File: src/rtl/fifo_packer_pkg.sv
// Shared definitions for the width packer: state encoding, default pad value and the
// lane-index width helper.
package fifo_packer_pkg;

  localparam logic [1:0] IDLE  = 2'b00;
  localparam logic [1:0] BURST = 2'b01;
  localparam logic [1:0] FLUSH = 2'b10;

  typedef enum logic [1:0] {
    StIdle  = IDLE,
    StBurst = BURST,
    StFlush = FLUSH
  } state_e;

  localparam logic [31:0] DEFAULT_PAD = 32'hF0F0_F0F0;

  // Width of the lane index; never narrower than one bit.
  function automatic int unsigned lane_w(input int unsigned ratio);
    return (ratio > 1) ? $clog2(ratio) : 1;
  endfunction

endpackage

File: src/rtl/fifo_width_packer_if.sv
// Source (FWFT DIGIFIFO) and destination (TEMPFIFO) handshake bundle of the width packer.
// The master modport is the packer side, the slave modport the FIFO side.
interface fifo_width_packer_if #(
  parameter int unsigned IN_W  = 32,
  parameter int unsigned RATIO = 2,
  parameter int unsigned CNT_W = 17
);

  logic                    src_empty;
  logic [CNT_W-1:0]        src_rdcnt;
  logic [IN_W-1:0]         src_data;
  logic                    src_re;
  logic                    dst_afull;
  logic                    dst_empty;
  logic                    dst_we;
  logic [IN_W*RATIO-1:0]   dst_data;

  modport master (
    input  src_empty, src_rdcnt, src_data, dst_afull, dst_empty,
    output src_re, dst_we, dst_data
  );

  modport slave (
    output src_empty, src_rdcnt, src_data, dst_afull, dst_empty,
    input  src_re, dst_we, dst_data
  );

endinterface

File: src/rtl/fifo_width_packer_run_ctrl.sv
// Run control for the width packer: input registers, daq_ready / hold latches and the
// burst start condition.
module fifo_width_packer_run_ctrl #(
  parameter int unsigned       CNT_W     = 17,
  parameter logic [CNT_W-1:0]  THRESHOLD = CNT_W'('h100)
) (
  input  logic             digiclk_i,
  input  logic             resetn_i,
  input  logic             fifo_write_mem_en,
  input  logic             last_write,
  input  logic             dst_afull,
  input  logic             dst_empty,
  input  logic [CNT_W-1:0] src_rdcnt,
  output logic             daq_ready,
  output logic             daq_fall,
  output logic             start_ok
);

  logic last_write_q, dst_empty_q;
  logic daq_ready_q, daq_ready_d;
  logic hold_q, hold_d;

  always_comb begin
    daq_ready_d = daq_ready_q;
    if (fifo_write_mem_en) begin
      daq_ready_d = 1'b1;
    end else if (last_write_q) begin
      daq_ready_d = 1'b0;
    end
    hold_d = hold_q;
    if (dst_afull) begin
      hold_d = 1'b1;
    end else if (dst_empty_q) begin
      hold_d = 1'b0;
    end
  end

  always_ff @(posedge digiclk_i or negedge resetn_i) begin
    if (!resetn_i) begin
      last_write_q <= 1'b0;
      dst_empty_q  <= 1'b0;
      daq_ready_q  <= 1'b0;
      hold_q       <= 1'b0;
    end else begin
      last_write_q <= last_write;
      dst_empty_q  <= dst_empty;
      daq_ready_q  <= daq_ready_d;
      hold_q       <= hold_d;
    end
  end

  assign daq_ready = daq_ready_q;
  // Announced one cycle ahead of the drop so the top can latch it whatever state it is in.
  assign daq_fall  = daq_ready_q && !daq_ready_d;
  assign start_ok  = (src_rdcnt >= THRESHOLD) && !hold_q && daq_ready_q;

endmodule

File: src/rtl/fifo_width_packer.sv
// Packs RATIO source words into one wide destination word, with pad-filled flush of a
// partial word. Define FIFO_PACKER_STATS_EN to add the write / flush counters.
module fifo_width_packer
  import fifo_packer_pkg::*;
#(
  parameter int unsigned       IN_W      = 32,
  parameter int unsigned       RATIO     = 2,
  parameter int unsigned       CNT_W     = 17,
  parameter logic [CNT_W-1:0]  THRESHOLD = CNT_W'('h100),
  parameter logic [IN_W-1:0]   PAD       = IN_W'(DEFAULT_PAD)
) (
  input  logic                digiclk_i,
  input  logic                resetn_i,
  fifo_width_packer_if.master bus,
  input  logic                fifo_write_mem_en,
  input  logic                last_write,
  input  logic                flush_i,
  output logic                busy_o
`ifdef FIFO_PACKER_STATS_EN
  ,
  output logic [31:0]         pkt_cnt_o,
  output logic [15:0]         flush_cnt_o
`endif
);

  localparam int unsigned     LW       = lane_w(RATIO);
  localparam logic [LW-1:0]   LastLane = LW'(RATIO - 1);

  logic daq_ready, daq_fall, start_ok;

  fifo_width_packer_run_ctrl #(
    .CNT_W     (CNT_W),
    .THRESHOLD (THRESHOLD)
  ) u_run_ctrl (
    .digiclk_i         (digiclk_i),
    .resetn_i          (resetn_i),
    .fifo_write_mem_en (fifo_write_mem_en),
    .last_write        (last_write),
    .dst_afull         (bus.dst_afull),
    .dst_empty         (bus.dst_empty),
    .src_rdcnt         (bus.src_rdcnt),
    .daq_ready         (daq_ready),
    .daq_fall          (daq_fall),
    .start_ok          (start_ok)
  );

  state_e                state_q, state_d;
  logic [LW-1:0]         lane_idx_q, lane_idx_d;
  logic [IN_W-1:0]       lanes_q [RATIO];
  logic [IN_W-1:0]       lanes_d [RATIO];
  logic                  dst_we_q, dst_we_d;
  logic [IN_W*RATIO-1:0] dst_data_q, dst_data_d;
  logic                  fall_pend_q, fall_pend_d;
  logic                  accept, flush_req, flush_wr;

  always_comb begin
    state_d     = state_q;
    lane_idx_d  = lane_idx_q;
    lanes_d     = lanes_q;
    dst_we_d    = 1'b0;
    dst_data_d  = dst_data_q;
    accept      = (state_q == StBurst) && !bus.src_empty && !bus.dst_afull;
    flush_req   = flush_i || daq_fall || fall_pend_q;
    // A daq_ready drop seen mid-burst is remembered until the packer is back in IDLE.
    fall_pend_d = !fifo_write_mem_en && (state_q != StIdle) && (fall_pend_q || daq_fall);

    unique case (state_q)
      StIdle: begin
        if ((lane_idx_q != '0) && flush_req) begin
          state_d = StFlush;
        end else if (start_ok) begin
          state_d = StBurst;
        end
      end
      StBurst: begin
        if (bus.dst_afull || !daq_ready || bus.src_empty) begin
          state_d = StIdle;
        end
      end
      StFlush: state_d = StIdle;
      default: state_d = StIdle;
    endcase
    flush_wr = (state_q == StIdle) && (state_d == StFlush);

    if (accept) begin
      lanes_d[lane_idx_q] = bus.src_data;
      if (lane_idx_q == LastLane) begin
        lane_idx_d = '0;
        dst_we_d   = 1'b1;
        for (int unsigned i = 0; i < RATIO; i++) begin
          dst_data_d[i*IN_W +: IN_W] = lanes_d[i];
          lanes_d[i]                 = PAD;
        end
      end else begin
        lane_idx_d = lane_idx_q + LW'(1);
      end
    end

    // The padded word is registered on FLUSH entry so dst_we is high during FLUSH.
    if (flush_wr) begin
      lane_idx_d = '0;
      dst_we_d   = 1'b1;
      for (int unsigned i = 0; i < RATIO; i++) begin
        dst_data_d[i*IN_W +: IN_W] = (LW'(i) < lane_idx_q) ? lanes_q[i] : PAD;
        lanes_d[i]                 = PAD;
      end
    end
  end

  always_ff @(posedge digiclk_i or negedge resetn_i) begin
    if (!resetn_i) begin
      state_q     <= StIdle;
      lane_idx_q  <= '0;
      lanes_q     <= '{default: PAD};
      dst_we_q    <= 1'b0;
      dst_data_q  <= '0;
      fall_pend_q <= 1'b0;
    end else begin
      state_q     <= state_d;
      lane_idx_q  <= lane_idx_d;
      lanes_q     <= lanes_d;
      dst_we_q    <= dst_we_d;
      dst_data_q  <= dst_data_d;
      fall_pend_q <= fall_pend_d;
    end
  end

  assign bus.src_re   = accept;
  assign bus.dst_we   = dst_we_q;
  assign bus.dst_data = dst_data_q;
  assign busy_o       = (state_q != StIdle);

`ifdef FIFO_PACKER_STATS_EN
  logic [31:0] pkt_cnt_q;
  logic [15:0] flush_cnt_q;

  always_ff @(posedge digiclk_i or negedge resetn_i) begin
    if (!resetn_i) begin
      pkt_cnt_q   <= '0;
      flush_cnt_q <= '0;
    end else if (fifo_write_mem_en) begin
      pkt_cnt_q   <= '0;
      flush_cnt_q <= '0;
    end else begin
      if (dst_we_d && (pkt_cnt_q != '1)) begin
        pkt_cnt_q <= pkt_cnt_q + 32'd1;
      end
      if (flush_wr && (flush_cnt_q != '1)) begin
        flush_cnt_q <= flush_cnt_q + 16'd1;
      end
    end
  end

  assign pkt_cnt_o   = pkt_cnt_q;
  assign flush_cnt_o = flush_cnt_q;
`endif

endmodule

File: src/flat_wrapper.sv
// flat-port wrapper written by rule: the top's interface ports become plain ports
module fifo_width_packer_flat import fifo_packer_pkg::*;
#(
  parameter int unsigned       IN_W      = 32,
  parameter int unsigned       RATIO     = 2,
  parameter int unsigned       CNT_W     = 17,
  parameter logic [CNT_W-1:0]  THRESHOLD = CNT_W'('h100),
  parameter logic [IN_W-1:0]   PAD       = IN_W'(DEFAULT_PAD)
)
  (digiclk_i, resetn_i, fifo_write_mem_en, last_write, flush_i, busy_o, bus_src_empty, bus_src_rdcnt, bus_src_data, bus_dst_afull, bus_dst_empty, bus_src_re, bus_dst_we, bus_dst_data);
  fifo_width_packer_if #(.IN_W(IN_W), .RATIO(RATIO), .CNT_W(CNT_W)) bus_i ();
  input  logic digiclk_i;
  input  logic resetn_i;
  input  logic fifo_write_mem_en;
  input  logic last_write;
  input  logic flush_i;
  output logic busy_o;
  input wire logic [$bits(bus_i.src_empty)-1:0] bus_src_empty;
  input wire logic [$bits(bus_i.src_rdcnt)-1:0] bus_src_rdcnt;
  input wire logic [$bits(bus_i.src_data)-1:0] bus_src_data;
  input wire logic [$bits(bus_i.dst_afull)-1:0] bus_dst_afull;
  input wire logic [$bits(bus_i.dst_empty)-1:0] bus_dst_empty;
  output wire logic [$bits(bus_i.src_re)-1:0] bus_src_re;
  output wire logic [$bits(bus_i.dst_we)-1:0] bus_dst_we;
  output wire logic [$bits(bus_i.dst_data)-1:0] bus_dst_data;
  assign bus_i.src_empty = bus_src_empty;
  assign bus_i.src_rdcnt = bus_src_rdcnt;
  assign bus_i.src_data = bus_src_data;
  assign bus_i.dst_afull = bus_dst_afull;
  assign bus_i.dst_empty = bus_dst_empty;
  assign bus_src_re = bus_i.src_re;
  assign bus_dst_we = bus_i.dst_we;
  assign bus_dst_data = bus_i.dst_data;
  fifo_width_packer #(.IN_W(IN_W), .RATIO(RATIO), .CNT_W(CNT_W), .THRESHOLD(THRESHOLD), .PAD(PAD)) u_core (.digiclk_i(digiclk_i), .resetn_i(resetn_i), .bus(bus_i), .fifo_write_mem_en(fifo_write_mem_en), .last_write(last_write), .flush_i(flush_i), .busy_o(busy_o));
endmodule
File: config.mk
export PLATFORM = sky130hd
export DESIGN_NAME = fifo_width_packer_flat
export DESIGN_NICKNAME = d
export VERILOG_FILES = /design/src/rtl/fifo_packer_pkg.sv /design/src/rtl/fifo_width_packer_if.sv /design/src/rtl/fifo_width_packer_run_ctrl.sv /design/src/rtl/fifo_width_packer.sv /design/src/flat_wrapper.sv
export SDC_FILE = /design/constraint.sdc
export NUM_CORES = 1
export LEC_CHECK = 0
export ABC_AREA = 1
export CORE_ASPECT_RATIO = 1.4
export CORE_UTILIZATION = 50
export CTS_CLUSTER_DIAMETER = 60
export CTS_CLUSTER_SIZE = 14
export DETAILED_ROUTE_END_ITERATION = 6
export GPL_TIMING_DRIVEN = 0
export HOLD_SLACK_MARGIN = 0.03
export PLACE_DENSITY = 0.75
export REMOVE_ABC_BUFFERS = 1
export SLEW_MARGIN = 25
export SYNTH_ARGS = -nofsm -noshare
export SYNTH_HDL_FRONTEND = slang
export SYNTH_SLANG_ARGS = --single-unit
File: constraint.sdc
create_clock -name digiclk_i -period 2.2 [get_ports digiclk_i]
set_input_delay 0.44 -clock digiclk_i [delete_from_list [all_inputs] [get_ports digiclk_i]]
set_output_delay 0.44 -clock digiclk_i [all_outputs]
set_load 0.01 [all_outputs]
; ---- Word level (Yosys, flattened, before mapping)
; Index checks and enable logic that the tools add are counted.
[word_totals]
ff_bits = 137
ramBits = 0
memories = 0
output_inout_bits = 67
input_bits = 57
latchBits = 0
mem_bits_ro = 0
elab_cells = 72
[classes]
bitwise_logic = 1
eq_ne = 2
n_addsub = 1
order_cmp = 5
muxes = 25
n_reduce_logical = 27
n_mul = 0
n_div = 0
n_shift = 0
[op_table]
columns = operator, n
row1 = $mux W64, 6
row2 = $mux W32, 3
row3 = $bwmux W64, 1
row4 = $demux W32 S1, 1
row5 = $ge A17 B9 Y1 const B, 1
row6 = $logic_and A1 B1 Y1, 10
row7 = $mux W1, 10
row8 = $reduce_bool A2 Y1, 4
row9 = $logic_not A1 Y1, 6
row10 = $mux W2, 3
row11 = $logic_or A1 B1 Y1, 5
row12 = $pmux W2 S2, 1
row13 = $eq A2 B1 Y1 const B, 1
row14 = $eq A2 B2 Y1 const B, 1
row15 = $ge A2 B2 Y1 const B, 1
row16 = $logic_not A2 Y1, 1
row17 = $lt A1 B1 Y1 const A, 2
row18 = $lt A2 B1 Y1 const B, 1
row19 = $not A1 Y2, 1
row20 = $reduce_and A2 Y1, 1
row21 = $add A1 B1 Y1 const B, 1

; ---- Logic depth before layout (Yosys ltp)
[logic_depth]
ltp_word = 13
depth_mapped = 9
depth_no_buf = 8

; ---- Modules after synthesis
; From an unflattened synthesis, not the netlist that was laid out.
[unflattened]
hier_cells = 787
area_unflattened_um2 = 6195.9
[modules_own_cells]
columns = mod, seq_area_each_um2, area_per_inst_um2, cells_per_inst, instances
row1 = fifo_width_packer, 3368.2, 6024.5, 766, 1
row2 = fifo_width_packer_run_ctrl, 100.1, 171.4, 21, 1

; ---- Worst setup path after synthesis
; OpenSTA, ideal clock, no wires.
[synth_timing]
kind = input to output
startpoint = input bus_dst_afull
endpoint = output bus_src_re
path_slack_ps = 687
stages = 4
required_ps = 1760
path_buffers = 1
arrival_time_ps = 1073
path_cell_list = nor2_1 > nand2_4 > clkinv_1 > buf_2
[synth_via]
elab_chain_len = 2
[synth_lines]
columns = item, line
row1 = start: declaration, flat_wrapper.sv:21  ; input wire logic [$bits(bus_i.dst_afull)-1:0] bus_dst_afull;
row2 = $logic_not A1 Y1, fifo_width_packer.sv:62  ; accept = (state_q == StBurst) && !bus.src_empty && !bus.dst_afull;
row3 = $logic_and A1 B1 Y1, fifo_width_packer.sv:62
row4 = end: declaration, flat_wrapper.sv:23  ; output wire logic [$bits(bus_i.src_re)-1:0] bus_src_re;
; Every way passes these cells.

; ---- Final worst setup path
[layout_timing]
startpoint = input fifo_write_mem_en
endpoint = register u_core.lanes_q[4] (netlist name)
[layout_via]
elab_chain_len = 11
elab_cells_between_ends = 12
classes_between = eq/ne: 1 / mux: 4 / reduce/logical: 7
[layout_lines]
columns = item, line
row1 = start: declaration, flat_wrapper.sv:14  ; input logic fifo_write_mem_en;
row2 = $mux W1 (*), fifo_width_packer_run_ctrl.sv:25  ; if (fifo_write_mem_en) begin
row3 = $logic_not A1 Y1 (*), fifo_width_packer_run_ctrl.sv:54  ; assign daq_fall = daq_ready_q && !daq_ready_d;
row4 = $logic_and A1 B1 Y1 (*), fifo_width_packer_run_ctrl.sv:54
row5 = $logic_or A1 B1 Y1 (*) (2 in a row), fifo_width_packer.sv:63  ; flush_req = flush_i || daq_fall || fall_pend_q;
row6 = $logic_and A1 B1 Y1 (*), fifo_width_packer.sv:69  ; if ((lane_idx_q != '0) && flush_req) begin
row7 = $mux W2 (*), fifo_width_packer.sv:69
row8 = $pmux W2 S2 (*), fifo_width_packer.sv:67  ; unique case (state_q)
row9 = $eq A2 B2 Y1 (*), fifo_width_packer.sv:83  ; flush_wr = (state_q == StIdle) && (state_d == StFlush);
row10 = $logic_and A1 B1 Y1 (*), fifo_width_packer.sv:83
row11 = $mux W64 / $reduce_bool A2 Y1 (equally long branches), -
row12 = end signal: assignment, fifo_width_packer.sv:121  ; lanes_q <= lanes_d;
row13 = end: declaration, fifo_width_packer.sv:49  ; logic [IN_W-1:0] lanes_q [RATIO];
; Mark *: on every way between the ends. The rest lies on a longest branch, timed or not.
; A chain may end at the register's enable or synchronous reset.

==> impl_results.md <==
- Status: finished, final reports clean
- DRC: 0
- Post-synthesis compound-gate area fraction: 2.835%
- Max_cap viols: 0
- Crit path kind: primary input to flip-flop
- Vias: 5257
- PortBufs: between 100 and 150
- Mux contribution to synthesized area: 2.835%
- Crit start category: primary input
- Initial antenna violation count: 0
- Total track usage: between 20% and 30%
- Netlist Area Pre-Place: 0.006356 mm2
- Vias in the first global route: 5094
- Post-Synth XOR/XNOR Area: 0%
- WP data arrival: about 2.4 ns
- Most common library cells after synthesis: nand2_1 (231), dfrtp_1 (105), nand3_1 (102), inv_1 (70), nor2_1 (49)
- Placed Area: 0.007523 mm2
- Synth Area in Adders: 0%
- Post-DP HPWL: approximately 8500 um
- I/O pin total: 124
- Routed wire length: 15440 um
- Worst slew pin tran: roughly 0.43 ns
- Post-synth EDFFs: 0
- Num CTS Buffers: 17
- Layout cells sized above 1: 16.80%
- Critical Path End Type: flip-flop
- Hold Crit Class: flip-flop to flip-flop
- Area leader, netlist: dfrtp_1
- Slew margin rel.: 71.56%
- Synth Area in Simple Gates: 30.79%
- Final min period: 2.071 ns
- Fin crit share: 94.15%
- Antenna Violating Nets Remaining: 0
- P_leak: roughly 0.0042 uW
- Post-Layout Inst Area: 0.008368 mm2
- Worst-Skew Late Latency: 0.42 ns
- Initial Utilization: 51.38%
- Post-synthesis instance total: between 700 and 800
- Endpoints failing setup: 0
- Hold Slack: 0.4333 ns
- Sequential area share after synthesis: 54.57%
- # diodes: 0
- RSZ-0062 raised after global routing: no
- Die height: 135.4 um
- Mean post-synth cell area: 8.683 um2
- Worst-path maximum fanout: 55
- CTS root buffer: clkbuf_16
- Most common cell in the synthesized netlist: nand2_1
- Final hold violations: 0
- Clock sink count: between 100 and 150
- H-tree depth: 4
- DRT iter0 DRCs: 297
- WL per Instance: 15.43 um
- Clk_skew: 0.007146 ns
- Die Wd: between 90 and 100 um
- Die area: around 0.013 mm2
- Pwr per Cell Area: 1274 mW/mm2
- Yosys reg bits: 137
- CTS tree: yes
- Crit path max-delay cell type: clkdlybuf4s50_1
- Final Max Tran Viols: 0
- GP Congestion: 0.7507
- Util after Layout: 67.64%
- Gr ovfl total: 0
- Core box area: 0.01237 mm2
- Crit path required time: between 2 and 3 ns
- Setup TNS: 0 ns
- Synthesis warning total: 0
- Main synth FF type: dfrtp_1
- Share of flip-flops with an asynchronous set or reset: 100.0%
- Drt pass-1 iters: 4
- Post-synth cell types: 26
- Worst path max stage delay: 0.50 ns
- P&R area growth vs syn: 31.65%
- # rows: 48
- Max Buffers Root-to-Sink: 2
- Most used cell, CP: nand3_1
- Reg clk slew, reported paths: 0.06 ns
- Critical Path, Cell by Cell: clkdlybuf4s50_1 > inv_1 > nand3_1 > nand3_1 > nand3_4 > buf_16 > nand2_8 > inv_6 > nand2_1
- Largest net degree at the start of global routing: 83
- First-pass GRT wire length: 25070 um
- Share of the synthesized area in the top cell type: 41.34%
- Peak VDD IR: 0.7090 mV
- Vias/cell: 5.252
- Largest family of logic cells by synthesized area: simple AND/OR/NAND/NOR gates
- Nets@finish: 895
- Cells taking the most area after synthesis: dfrtp_1 (41%), nand2_1 (14%), dfstp_2 (13%)
- # fillers: about 1000
- Max Fclk: approximately 0.48 GHz
layout by cell type, fill, tap and decap left out, types with 3 or more instances in the layout:
master and count:
clkdlybuf4s50_1 113, clkinvlp_4 3, bufinv_16 3, inv_1 70
buf_4 11, inv_6 4, nor2_4 3, nand3_1 102
nand3_2 31, clkbuf_16 17, dfrtp_1 104, mux2_2 16
clkinv_4 3, dfstp_2 32, nand2_1 231, nand2_8 3
nor2_1 47, o21ai_0 33, buf_16 4
final cells by class:
class | instances | area [um2] | area share, %
sequential | 137 | 3472 | 41.49
multi-input combinational | 477 | 2409 | 28.78
timing repair buffer | 131 | 1358 | 16.22
clock buffer | 17 | 425.4 | 5.084
inverter | 74 | 324.1 | 3.873
clock inverter | 15 | 192.7 | 2.303
tap | 150 | 187.7 | 2.243
timing repair:
| action | 4_1_cts | 5_1_grt |
|---|---|---|
| cloned | 2 | 1 |
| setup buffers | 4 | 7 |
| pin swaps | 5 | 1 |
| resized for setup | 21 | 3 |
| hold buffers | 1 | 0 |
| setup endpoints to repair | 115 | 79 |
| endpoints found under the hold margin | 37 | 0 |
metrics by stage:
stage | setup WS [ns] | instances | total power (uW)
2_1_floorplan | -2.789 | 685 | 5788
3_3_place_gp | -5.189 | 950 | 7302
3_5_place_dp | -1.570 | 954 | 7472
4_1_cts | 0.01708 | 993 | 10630
5_1_grt | 0.03525 | 1001 | 11290
6_report | 0.1287 | 1001 | 10660
power by group:
| group | total, uW | switching [uW] | internal [uW] |
|---|---|---|---|
| clock | 2990 | 1180 | 1810 |
| combinational | 3920 | 2150 | 1780 |
| sequential | 3750 | 444 | 3310 |
routing by layer:
layer	part of all wire [%]	track usage [%]	up-vias
met4	1.9	8.987	0
met5	0	0	-
met2	51	41.55	183
met3	5.5	4.799	26
li1	-	-	2511
met1	42	30.07	2537
path summary, 6_finish.rpt:
kind	start	to	slack (ns)	cells after the start
max	fifo_write_mem_en	u_core.lanes_q[4]	0.13	9
min	u_core.u_run_ctrl.dst_empty_q	u_core.u_run_ctrl.hold_q	0.43	1
max reg2reg	u_core.lane_idx_q	u_core.lanes_q[4]	0.18	7
min reg2reg	u_core.u_run_ctrl.dst_empty_q	u_core.u_run_ctrl.hold_q	0.43	1
max in group asynchronous	resetn_i	u_core.lanes_q[46]	0.90	3
min in group asynchronous	resetn_i	u_core.lanes_q[48]	0.52	2
worst max-delay path: cells and delay by family:
kind	cells	cell delay, ns
simple gates	5	0.88
buf+inv	4	1.07
cell families (layout without fill, tap and decap cells):
kind of cell | Yosys count | after routing
and+or+nand+nor | 423 | 426
AOI/OAI and AO/OA | 35 | 35
buffers and inverters | 121 | 237
muxes | 16 | 16
DFF | 137 | 137
Note: power is estimated with default switching activity, not from simulation.
